<file path="src/rtl/select_result_fifo.sv">
// -----------------------------------------------------------------------------
// select_result_fifo
//
// Elastic FIFO on the result channel of the dataflow select unit. It holds up to
// NUM_SLOTS tokens in order, so that the select unit's result_ready never depends
// combinationally on the downstream consumer's ready.
//
// Parameters
//   DATA_TYPE  token data width in bits (>=1)
//   NUM_SLOTS  storage depth in tokens (>=2, any value, not only powers of two)
//
// Ports
//   clk         in   rising-edge clock
//   rst         in   asynchronous, active-low reset
//   ins         in   token data from the select result
//   ins_valid   in   upstream token present
//   ins_ready   out  FIFO accepts a token this cycle (only !full, never outs_ready)
//   outs        out  head token data (don't-care while outs_valid=0)
//   outs_valid  out  head token present
//   outs_ready  in   downstream accepts the head token
//   count       out  number of stored tokens
//   state_dbg   out  occupancy state: 0 EMPTY, 1 PARTIAL, 2 FULL
//
// Handshake: a token moves across a side only on a rising clk edge where that
// side's valid and ready are both high. valid never waits for ready, and once
// outs_valid is high it stays high with outs stable until the token is popped.
//
// Optional feature: define SELECT_RESULT_FIFO_BYPASS_EN for transparent mode.
// While the FIFO is empty, ins/ins_valid then drive outs/outs_valid directly;
// a token taken by the consumer in that same cycle is never written.
// Without the macro the FIFO is purely registered (minimum latency one cycle).
// -----------------------------------------------------------------------------
module select_result_fifo #(
  parameter int DATA_TYPE = 32,
  parameter int NUM_SLOTS = 4,
  localparam int PTR_W = (NUM_SLOTS > 1) ? $clog2(NUM_SLOTS) : 1,
  localparam int CNT_W = $clog2(NUM_SLOTS + 1)
) (
  input  logic                 clk,
  input  logic                 rst,
  input  logic [DATA_TYPE-1:0] ins,
  input  logic                 ins_valid,
  output logic                 ins_ready,
  output logic [DATA_TYPE-1:0] outs,
  output logic                 outs_valid,
  input  logic                 outs_ready,
  output logic [CNT_W-1:0]     count,
  output logic [1:0]           state_dbg
);

  typedef enum logic [1:0] {
    ST_EMPTY   = 2'd0,
    ST_PARTIAL = 2'd1,
    ST_FULL    = 2'd2
  } fifo_state_e;

  logic [DATA_TYPE-1:0] mem_q [NUM_SLOTS];
  logic [PTR_W-1:0]     rd_ptr_q, rd_ptr_d;
  logic [PTR_W-1:0]     wr_ptr_q, wr_ptr_d;
  logic [CNT_W-1:0]     count_q, count_d;
  fifo_state_e          state;

  logic empty, full, push, pop, bypass, wr_en;

  // Pointers wrap by explicit compare so non-power-of-two depths work.
  function automatic logic [PTR_W-1:0] ptr_inc(input logic [PTR_W-1:0] p);
    return (p == PTR_W'(NUM_SLOTS - 1)) ? '0 : p + PTR_W'(1);
  endfunction

  assign empty = (count_q == '0);
  assign full  = (count_q == CNT_W'(NUM_SLOTS));

  // Gated by rst so both sides look idle while reset is held.
  assign ins_ready = rst & ~full;
  assign push      = ins_valid & ins_ready;

`ifdef SELECT_RESULT_FIFO_BYPASS_EN
  assign outs_valid = rst & (~empty | ins_valid);
  assign outs       = empty ? ins : mem_q[rd_ptr_q];
  // Empty and consumer ready: the token flows straight through, never stored.
  assign bypass     = empty & push & outs_ready;
`else
  assign outs_valid = rst & ~empty;
  assign outs       = mem_q[rd_ptr_q];
  assign bypass     = 1'b0;
`endif

  // A pop only ever removes a stored token; a bypassed token is not a pop.
  assign pop   = outs_valid & outs_ready & ~empty;
  assign wr_en = push & ~bypass;

  always_comb begin
    rd_ptr_d = rd_ptr_q;
    wr_ptr_d = wr_ptr_q;
    count_d  = count_q;
    if (wr_en) wr_ptr_d = ptr_inc(wr_ptr_q);
    if (pop)   rd_ptr_d = ptr_inc(rd_ptr_q);
    case ({wr_en, pop})
      2'b10:   count_d = count_q + CNT_W'(1);
      2'b01:   count_d = count_q - CNT_W'(1);
      default: count_d = count_q;
    endcase
  end

  always_ff @(posedge clk or negedge rst) begin
    if (!rst) begin
      rd_ptr_q <= '0;
      wr_ptr_q <= '0;
      count_q  <= '0;
    end else begin
      rd_ptr_q <= rd_ptr_d;
      wr_ptr_q <= wr_ptr_d;
      count_q  <= count_d;
    end
  end

  // Storage is deliberately not reset; outs is ignored while outs_valid=0.
  always_ff @(posedge clk) begin
    if (wr_en) mem_q[wr_ptr_q] <= ins;
  end

  // Occupancy state is implied by count.
  always_comb begin
    state = ST_PARTIAL;
    if (empty)     state = ST_EMPTY;
    else if (full) state = ST_FULL;
  end

  assign count     = count_q;
  assign state_dbg = state;

endmodule

</file>
<file path="config.mk">
export PLATFORM = sky130hd
export DESIGN_NAME = select_result_fifo
export DESIGN_NICKNAME = d
export VERILOG_FILES = /design/src/rtl/select_result_fifo.sv
export SDC_FILE = /design/constraint.sdc
export NUM_CORES = 1
export LEC_CHECK = 0
export BUFFER_PORTS_ARGS = -buffer_cell sky130_fd_sc_hd__buf_4
export CORE_MARGIN = 4
export CORE_UTILIZATION = 30
export CTS_CLUSTER_SIZE = 30
export DETAILED_ROUTE_END_ITERATION = 8
export PLACE_DENSITY = 0.58
export SLEW_MARGIN = 20
export SYNTH_ARGS = -nofsm -noshare
export SYNTH_HDL_FRONTEND = slang
export SYNTH_SLANG_ARGS = --single-unit
export TNS_END_PERCENT = 50
</file>
<file path="constraint.sdc">
create_clock -name clk -period 6.1 [get_ports clk]
set_input_delay 0.61 -clock clk [delete_from_list [all_inputs] [get_ports clk]]
set_output_delay 0.61 -clock clk [all_outputs]
set_load 0.02 [all_outputs]
</file>
After elaboration in Yosys (flattened, before gate mapping)
Memories as Yosys holds them, arrays and structs flattened.
Cells that the tools add are included.
- $add $sub $neg: 4
- equality and inequality tests: 5
- multiplexer cells: 7
- bitwise operators: 7
- reductions and logical operators: 2
- operator list (kind ; count):
    2-to-1 mux 2 bit ; 4
    == test 2 bit (second input constant) ; 3
    case mux 3 bit (2 select lines) ; 1
    bitwise AND 1 bit ; 5
    adder 2 x 1 -> 2 bit (second input constant) ; 2
    adder 3 x 1 -> 3 bit (second input constant) ; 1
    == test 3 bit (second input constant) ; 1
    zero test 3 bit ; 1
    subtractor 3 x 1 -> 3 bit (second input constant) ; 1
    == test 2 x 1 -> 1 bit (second input constant) ; 1
    2-to-1 mux 1 bit ; 2
    inverter 1 bit ; 2
    nonzero test 2 bit ; 1
- register bits after elaboration: 7
- memory bits (writable): 128
- bits of input ports: 36
- output and inout bits: 39
- logic and storage cells: 29
- memories: 1
- memories (name ; depth ; width ; read ports ; clocked after Yosys merged registers in ; write ports ; RTL line ; text):
    mem_q ; 4 ; 32 ; 1 ; 0 ; 1 ; 57 ; logic [DATA_TYPE-1:0] mem_q [NUM_SLOTS];

Depth between registers and ports, before layout
Gate-level depths: netlist of the first run.
- depth after elaboration: 7
- depth in mapped cells: 10
- mapped depth without buffers: 9

Worst setup path before layout of the first run
Ideal clock, no wire load.
- path type: register to register
- start point: reg count_q[0] (netlist: count[0])
- end point: reg count_q[2] (netlist: count[2])
- setup time: 0.080 ns
- data arrival time: 2.202 ns
- required time: 6.020 ns
- slack: 3.818 ns
- stages on the path, launching flop included: 11
- path buffers: 1
- period minus slack after synthesis: 2.282 ns
- cells stage by stage: dfrtp_1 > or3b_1 > and3_1 > buf_6 > inv_1 > ha_1 > inv_1 > fa_1 > xor2_1 > nor2_1 > xor2_1
- word-level cells in the longest chain between the ends: 7
- elaborated cells between the ends (all ways): 15
- those cells by class: 2 x add/sub; 3 x eq/ne; 1 x mux; 7 x bitwise; 2 x reduce/logical
- ends and longest elaborated chain (element ; RTL line ; text):
    from (decl) ; 60 ; logic [CNT_W-1:0] count_q, count_d;
    from (signal assigned) ; 113 ; count_q <= count_d;
    zero test 3 bit ; 70 ; assign empty = (count_q == '0);
    inverter 1 bit ; 83, 89 ;
    bitwise AND 1 bit ; 83 ; assign outs_valid = rst & ~empty;
    bitwise AND 1 bit (2 in a row) ; 89 ; assign pop = outs_valid & outs_ready & ~empty;
    == test 2 x 1 -> 1 bit / == test 2 bit (equally long branches) ; 98 ; case ({wr_en, pop})
    case mux 3 bit (2 select lines) / nonzero test 2 bit (equally long branches) ; n/a ;
Several ways; a longest one is shown, not always the timed one.
A chain may end at the register's enable or synchronous reset.

Worst setup path after layout of the first run
- start point: reg rd_ptr_q[0]
- end point: out outs[29]
- word-level cells in the longest chain between the ends: 1
- ends and longest elaborated chain (element ; RTL line ; text):
    from (decl) ; 58 ; logic [PTR_W-1:0] rd_ptr_q, rd_ptr_d;
    from (signal assigned) ; 111 ; rd_ptr_q <= rd_ptr_d;
    memory read (4 x 32 bit) ; n/a ;
    to (decl) ; 44 ; output logic [DATA_TYPE-1:0] outs,
No other way between the ends.

==> out/metrics.cfg, run 1 <==
[clock_network]
cts_tree=built
post_cts_resized=0
cts_buffer_depth=2
clock_sinks=135
hold_buffers=0
root_buffer=clkbuf_16
clk_pin_slew_ps=60
worst_skew_pair.late_latency_ps=400
htreeDepth=4
numCtsBuffers=17
cts_setup_buffers=0

[layout]
finalNetCount=341
postLayoutCoreUtil_pct=39.0
antenna_cells=0
syn2layout_area_growth_pct=27.2
drive_above_1_share_pct=47.6

[power_and_ir_drop]
ir_drop_mv=0.193
cellPowerDensity_nw_per_um2=486
p_leak_uw=0.00227

[die]
initial_core_util_pct=30.7
num_io_pins=75
core_um2=16600
fp.dieW_um=138
die_h_um=138
rows=47
dieArea_um2=19100

[grt]
overflow=0
grt_pass1_vias=2639
antenna_found_initial=0
grt_pass1_wl_mm=14.4
grt_max_degree=35
grtUsageTotal_pct=9.98

[setup_path]
path_cells=buf_4 > mux4_2 > buf_4
end_kind=output pin
arrival_ps=2320
ff2ff_setup_slack_ps=3710
worstSetupPathType=register to output pin
cp_data_required_time_ps=5490
slowest_stage=dfrtp_2
crit_fanout=20
crit_path_frequent_cell=buf_4
r2r-end=count[2]
cp-startpoint=rd_ptr_q[0]
cp-start-kind=register
reg2reg_from=count[0]
cp-endpoint=outs[29]
rr_worst_depth=9
cp_slowest_stage_delay_ps=670

[route]
drtIter0Drc=97
first_pass_iters=4
via_per_inst=4.32
drt-total-wl_mm=9.12
via_count=2295
ant_nets=0
avgRoutedWirePerCell_um=17.2
drc=0

[sta]
finalSetupViolations=0
worst_slew_pin_slew_ps=919
worst_hold_slack_ps=24.0
rsz0062_at_grt=false
slew_violations=0
period_share_pct=48.1
final-hold-violation-count=0
setup_tns_ps=0
max_clock_freq_mhz=341
fin_crit_ps=2930
slew_headroom_pct=38.7
clock_skew_ps=8.55

[yosys]
ys.flop_type=edfxtp_1
avgSynthCellArea_um2=23.9
ys_types=22
synth-compound-area-share_pct=0
synth_top_family_by_area=multiplexers
synthAdderAreaFrac_pct=1.87
ys_seq_elements=135
ys_seq_area_share_pct=79.0
async_flop_share_pct=5.19
synth-edff-count=128
synth_area_um2=5090
synthCells=213
synthSimpleGateAreaFrac_pct=1.70
synth_mux_area_share_pct=15.4
syn_nets=256
ys_warn_count=0
yosys.area_share.xor_xnor_pct=0.516

[outcome]
status=complete, no violations

[placement]
io_buffers=74
finalWeightedCongestion=0.657
dp_hpwl_mm=5.50

[run]
drv_cap=0

[worst_hold_path]
hp-class=primary input to asynchronous set/reset pin

[state kept, by name, summed over array words and instances (netlist names)]
signal,cells
rd_ptr_q,2
wr_ptr_q,2
count,3
mem_q,128
[logic make-up after synthesis]
logic type	count (synthesis)
xor gates and xnor gates	3
adders and majority gates	7
buffers and inverters	17
DFF	135
muxes	37
and+or+nand+nor	14
[metal layers]
layer	part of all wire [%]	GRT usage, %
met5	0	0
met2	51	16.4
met3	5.3	4.49
met4	1.1	3.43
met1	42	11.7
[synth_stat cells (2+ instances only)]
cell,n,area (um^2)
clkbuf_1,3,11.3
buf_2,5,25.0
mux4_2,32,721
dfrtp_1,7,175
mux2_4,2,30.0
mux2_2,2,22.5
ha_1,6,75.1
edfxtp_1,128,3840
and2_2,5,37.5
nor2_1,3,11.3
inv_1,8,30.0
xor2_1,2,17.5
[layout by cell type, fill, tap and decap left out, types with 2 or more instances in the layout]
master | Yosys | layout
edfxtp_1 | 128 | 128
buf_4 | 0 | 75
mux4_2 | 32 | 32
clkbuf_16 | 0 | 17
inv_1 | 8 | 8
ha_1 | 6 | 6
and2_2 | 5 | 5
dfrtp_1 | 7 | 5
clkinv_2 | 0 | 4
nor2_1 | 3 | 3
clkbuf_1 | 3 | 3
bufinv_16 | 0 | 3
clkinv_4 | 0 | 3
mux2_2 | 2 | 2
mux2_4 | 2 | 2
xor2_1 | 2 | 2
dfrtp_2 | 0 | 2
[metrics by stage]
| step | power, uW | cells | worst slack (ps) | cell area (um^2) |
|---|---|---|---|---|
| final | 3140 | 531 | 3170 | 6470 |
| after global routing | 3310 | 531 | 2960 | 6470 |
| after CTS | 3210 | 531 | 3070 | 6470 |
| after detailed placement | 2190 | 499 | 3510 | 5880 |
| after global placement | 2170 | 499 | 3530 | 5880 |
| after floorplan | 1830 | 213 | 3820 | 5090 |
[final cells by class]
cell class | count | area (um^2)
fillers | 1520 | 10100
flip-flops and latches | 135 | 4020
multi-input cells | 61 | 991
repair buffers | 75 | 563
clock buffers | 20 | 437
well taps | 220 | 275
clock inverters | 12 | 153
inverters | 8 | 30.0
[where the power goes]
part	total (uW)	switching [uW]	internal, uW	leakage [uW]
combinational	882	435	447	0.000739
sequential	1250	115	1140	0.00124
clock	1010	363	643	0.000288
total	3140	914	2230	0.00227
[worst max-delay path, delay by kind of cell, from the launching register on]
family	cells	cell delay (ps)
buf+inv	2	650
flops	1	670
mux	1	580
[how the worst min path moves through the flow]
stage | end | cells past startpoint
6_report | count[0] | 1
5_1_grt | count[2] | 1
4_1_cts | count[2] | 1
3_5_place_dp | count[2] | 1
3_3_place_gp | count[0] | 1
2_1_floorplan | count[0] | 0
Power figures use the tool's default switching activity.
==> inputs of run 2 (changes only) <==
- ABC_AREA: not set -> 1
- clock period: 6.1 -> 3 ns (I/O delays scaled with it)
==> out/metrics.cfg, run 2 <==
[outcome]
status=complete, no violations

[yosys]
avgSynthCellArea_um2=12.6  ; -47%
synthAdderAreaFrac_pct=1.73  ; -0.14 points
synthCells=437  ; +110%
syn_nets=480  ; +88%
yosys.area.top_type=edfxtp_1
synth-edff-count=128  ; unchanged
yosys.area_share.xor_xnor_pct=0.160  ; -0.36 points
synth_top_area_share_pct=70.0  ; -5.5 points
ys_seq_elements=135  ; unchanged
async_flop_share_pct=5.19  ; unchanged
synth_area_um2=5490  ; +7.9%
synth_top_family_by_area=compound AO/OA/AOI/OAI gates
ys.flop_type=edfxtp_1
ys_warn_count=0  ; unchanged
ys_top_cells_by_count=128 x edfxtp_1, 80 x inv_1, 79 x nand2_1
ys_types=19  ; -14%
ys_seq_area_share_pct=73.2  ; -5.8 points
synth-compound-area-share_pct=10.4  ; +10 points
synthSimpleGateAreaFrac_pct=6.93  ; +5.2 points
synth_mux_area_share_pct=0  ; -15 points
yosys-top-cells-area=edfxtp_1 70%, inv_1 5.5%, nand2_1 5.4%, o211ai_1 4.4%, dfrtp_1 3.2%
synth_most_common_cell=edfxtp_1

[grt]
grt_pass1_wl_mm=17.3  ; +20%
grtUsageTotal_pct=11.2  ; +1.2 points
antenna_found_initial=0  ; unchanged
grt_max_degree=79  ; +130%
grt_pass1_vias=3331  ; +26%
overflow=0  ; unchanged

[route]
avgRoutedWirePerCell_um=14.3  ; -17%
via_count=3327  ; +45%
drtIter0Drc=188  ; +94%
first_pass_iters=4  ; unchanged
ant_nets=0  ; unchanged
via_per_inst=4.36  ; +0.89%
drc=0  ; unchanged
drt-total-wl_mm=10.9  ; +19%

[placement]
finalWeightedCongestion=0.732  ; +11%
place_inst=730  ; +46%
io_buffers=74  ; unchanged
placed_area_um2=6330  ; +7.7%
dp_hpwl_mm=6.92  ; +26%

[sta]
slew_violations=0  ; unchanged
final-hold-violation-count=0  ; unchanged
max_clock_freq_mhz=402
worst_hold_slack_ps=84.9  ; +60.8 ps
setup_tns_ps=0  ; unchanged
worst_slew_pin_slew_ps=729  ; -190 ps
rsz0062_at_grt=false
slew_headroom_pct=51.4  ; +13 points
finalSetupViolations=0  ; unchanged
clock_skew_ps=12.5  ; +3.96 ps
fin_crit_ps=2490
period_share_pct=83.0

[layout]
final_area_um2=6940  ; +7.3%
finalNetCount=564  ; +65%
syn2layout_area_growth_pct=26.4
regMostFlops=mem_q
layout_common_cells=128 x edfxtp_1, 85 x buf_4, 80 x inv_1
largest_reg_flops=128  ; unchanged
final_common_cell=edfxtp_1
antenna_cells=0  ; unchanged
drive_above_1_share_pct=22.1  ; -25 points
final_cells=763  ; +44%

[clock_network]
clk_pin_slew_ps=60  ; about the same
clock_sinks=135  ; unchanged
cts_tree=built
htreeDepth=4  ; unchanged
numCtsBuffers=17  ; unchanged
cts_buffer_depth=2  ; unchanged
worst_skew_pair.late_latency_ps=420  ; +20 ps
root_buffer=clkbuf_16

[die]
rows=49  ; +4.3%
core_um2=18000  ; +8.3%
die_h_um=143  ; +3.6%
initial_core_util_pct=30.5  ; -0.13 points
dieArea_um2=20500  ; +7.4%
num_io_pins=75  ; unchanged
fp.dieW_um=143  ; +3.6%

[setup_path]
end_kind=output pin
crit_path_frequent_cell=buf_4
cp-start-kind=register
arrival_ps=2190  ; -130 ps
ff2ff_setup_slack_ps=940  ; -2770 ps
worstSetupPathType=register to output pin
critPathBufInv=2  ; unchanged
crit_family=flip-flops
cp_data_required_time_ps=2700  ; -2790 ps
path_cells=buf_4 > a21oi_1 > o21ai_0 > nand2_1 > buf_4
crit_fanout=78  ; +290%
slowest_stage=dfrtp_4
cp_slowest_stage_delay_ps=890  ; +220 ps

[run]
drv_cap=0  ; unchanged

[power_and_ir_drop]
total_power_uw=6790  ; +120%
p_leak_uw=0.00279  ; +23%
ir_drop_mv=0.538  ; +180%
cellPowerDensity_nw_per_um2=979  ; +100%

[worst_hold_path]
hp-class=primary input to register

## run 2: changes by cell type in the layout (fill, tap and decap cells not counted), moves of 32 or more
cell | before | now
a21oi_1 | 0 | 33
inv_1 | 8 | 80
mux4_2 | 32 | 0
nand2_1 | 1 | 79
o21ai_0 | 0 | 33
o211ai_1 | 0 | 32
## run 2: final cells by class
| cell class | instances | area, um^2 |
|---|---|---|
| Tap cell | 229 | 287 |
| Inverter | 80 | 300 |
| Timing Repair Buffer | 86 | 648 |
| Multi-Input combinational cell | 201 | 1080 |
| Clock inverter | 11 | 155 |
| Sequential cell | 135 | 4020 |
| Fill cell | 1685 | 11000 |
| Clock buffer | 21 | 440 |
## run 2: path summary, 6_finish.rpt
| check | start | endpoint | cells past startpoint |
|---|---|---|---|
| min reg2reg | wr_ptr_q[1] | wr_ptr_q[1] | 2 |
| max reg2reg | count[0] | count[2] | 10 |
| max in group asynchronous | rst | rd_ptr_q[0] | 2 |
| min | ins[10] | mem_q[3][10] | 1 |
| max | rd_ptr_q[0] | outs[23] | 5 |
| min in group asynchronous | rst | wr_ptr_q[0] | 2 |
## run 2: logic make-up after synthesis
family / count (synthesis)
flops: 135
buf+inv: 101
compound gates: 98
simple gates: 95
fa+ha+maj: 7
xor+xnor: 1
## run 2: stage by stage
stage	setup slack, ps	util, %
global placement	960	35.3
detailed placement	923	35.3
CTS	458	38.6
finish	509	38.6
floorplan	357	-
global route	314	38.6
## run 2: worst reg2reg max path: stages (launching register included)
cell and delay [ps]:
dfrtp_1 420, nor2_2 190, nand2_1 130, nand3_2 240, ha_1 220, inv_1 70, fa_1 390, nand2_1 100
nand3_1 70, nand2_1 50, nand2_1 50
## run 2: layer usage
metal  part of all wire (%)  global-route usage [%]  wire (um)  vias to the layer above
met2                     47                    17.6       5120                       65
li1                       -                       -          -                     1673
met5                      0                       0          0                        -
met3                    6.3                    4.99        682                       15
met1                     45                    13.9       4950                     1574
met4                    1.2                    3.87        136                        0
## run 2: what timing repair did
item | in CTS | in global routing
resized for setup | 0 | 0
hold endpoints to repair | 7 | 0
hold buffers | 1 | 0
buffers inserted | 0 | 0
## run 2: where the power goes
part           internal, uW  switching (uW)  total (uW)
sequential             2300             267        2570
clock                  1380             719        2100
combinational           831            1300        2130
total                  4510            2280        6790
==> inputs of run 3 (changes only) <==
- ABC_AREA: 1 -> 0
- PLACE_DENSITY: 0.58 -> 0.6
- clock period: 3 -> 2 ns (I/O delays scaled with it)
==> out/metrics.cfg, run 3 (synthesis gave the netlist of run 1 again) <==
[outcome]
status=finished, violations left
violations=setup timing

[layout]
drive_above_1_share_pct=49.2  ; +27 points
largest_reg_flops=128  ; unchanged
final_area_um2=7290  ; +5.1%
antenna_cells=0  ; unchanged
finalNetCount=400  ; -29%
regMostFlops=mem_q
syn2layout_area_growth_pct=43.3
final_common_cell=edfxtp_1
layout_common_cells=128 x edfxtp_1, 57 x buf_4, 34 x buf_6
fill_cells=1488  ; -12%

[route]
ant_nets=0  ; unchanged
drt-total-wl_mm=10.4  ; -4.1%
via_per_inst=4.35  ; -0.18%
drc=0  ; unchanged
first_pass_iters=4  ; unchanged
via_count=2568  ; -23%
avgRoutedWirePerCell_um=17.7  ; +24%
drtIter0Drc=112  ; -40%

[setup_path]
crit_family=simple AND/OR/NAND/NOR gates
slowest_stage=dfrtp_2
cp-start-kind=register
crit_path_frequent_cell=xor2_1
cp_slowest_stage_delay_ps=410  ; -480 ps
crit_fanout=3  ; -96%
end_kind=register
critPathBufInv=2  ; unchanged
cp_data_required_time_ps=2320  ; -380 ps
path_cells=or3b_4 > and3_4 > inv_4 > ha_4 > inv_2 > fa_2 > xor2_1 > nor2_1 > xor2_1
worstSetupPathType=register to register
arrival_ps=2360  ; +170 ps
ff2ff_setup_slack_ps=-50  ; -990 ps

[die]
die_h_um=138  ; -3.5%
initial_core_util_pct=30.7  ; +0.13 points
rows=47  ; -4.1%
dieArea_um2=19100  ; -6.9%
num_io_pins=75  ; unchanged
fp.dieW_um=138  ; -3.5%
core_um2=16600  ; -7.7%

[sta]
slew_headroom_pct=80.8  ; +29 points
fin_crit_ps=2050
max_clock_freq_mhz=489
finalSetupViolations=8  ; +8
final-hold-violation-count=0  ; unchanged
period_share_pct=102
fin_ws_ps=-45.3  ; -555 ps
rsz0062_at_grt=true
slew_violations=0  ; unchanged
worst_slew_pin_slew_ps=289  ; -441 ps
clock_skew_ps=5.36  ; -7.14 ps

[clock_network]
worst_skew_pair.late_latency_ps=400  ; -20 ps
cts_tree=built
numCtsBuffers=17  ; unchanged
cts_buffer_depth=2  ; unchanged
root_buffer=clkbuf_16
clock_sinks=135  ; unchanged
htreeDepth=4  ; unchanged
clk_pin_slew_ps=60  ; about the same

[grt]
antenna_found_initial=0  ; unchanged
grt_pass1_vias=2875  ; -14%
grt_pass1_wl_mm=16.3  ; -6.1%
grt_max_degree=33  ; -58%
overflow=0  ; unchanged
grtUsageTotal_pct=11.3  ; +0.076 points

[placement]
dp_hpwl_mm=5.99  ; -13%
io_buffers=74  ; unchanged
finalWeightedCongestion=0.737  ; +0.68%
placed_area_um2=6070  ; -4.2%

[worst_hold_path]
hp-class=primary input to asynchronous set/reset pin

[power_and_ir_drop]
p_leak_uw=0.00261  ; -6.3%
total_power_uw=10600  ; +56%
ir_drop_mv=0.733  ; +36%
cellPowerDensity_nw_per_um2=1450  ; +48%

[run]
drv_cap=0  ; unchanged

run 3: path summary, 6_finish.rpt:
path | depth (start not counted) | endpoint | start
setup / recovery | 9 | count[2] | count[0]
hold / removal | 2 | count[0] | rst
setup reg to reg | 9 | count[2] | count[0]
hold reg to reg | 1 | wr_ptr_q[1] | wr_ptr_q[1]
max in group asynchronous | 2 | rd_ptr_q[1] | rst
min in group clk | 4 | rd_ptr_q[1] | outs_ready
run 3: what timing repair did:
action / in CTS / in global routing
resized for setup: 11 / 31
setup buffers: 2 / 3
hold buffers: 33 / 0
endpoints found under the setup margin: 34 / 33
pin swaps: 2 / 6
endpoints found under the hold margin: 133 / 0
gates cloned: 3 / 2
run 3: power by group:
part | switching, uW | total [uW] | internal, uW
clock network | 1090 | 2910 | 1820
logic | 1890 | 4060 | 2170
registers | 124 | 3600 | 3480
run 3: metal layers:
metal | wire length (um) | GRT usage (%)
met1 | 4450 | 13.7
met2 | 5440 | 19.0
met3 | 437 | 4.18
met4 | 112 | 3.28
met5 | 0 | 0
run 3: worst reg2reg max path: cells and delay by family (launching register included):
kind / cells / cell delay [ps]
XOR/XNOR: 2 / 310
adder cells (fa/ha/maj): 2 / 450
buffers and inverters: 2 / 80
flip-flops: 1 / 410
AND/OR/NAND/NOR: 3 / 700
run 3: layout make-up:
type                            count  area, um^2  area share [%]
Clock buffer                       18         429            5.89
Timing Repair Buffer              134        1370            18.8
Tap cell                          220         275            3.77
Clock inverter                     14         134            1.84
Multi-Input combinational cell     61        1020            14.0
Inverter                            8        32.5           0.446
Sequential cell                   135        4030            55.2
run 3: metrics by stage:
step,hold WS [ps],setup TNS [ps],cells,utilization (%),worst slack [ps]
final,158,-198,590,44.0,-45.3
after global routing,151,-2220,590,44.0,-143
after CTS,140,-1200,585,42.8,-61.8
after detailed placement,34.2,-94.9,515,36.6,-78.2
after global placement,33.6,0,515,36.6,2.25
after floorplan,-95.6,-186,213,-,-165
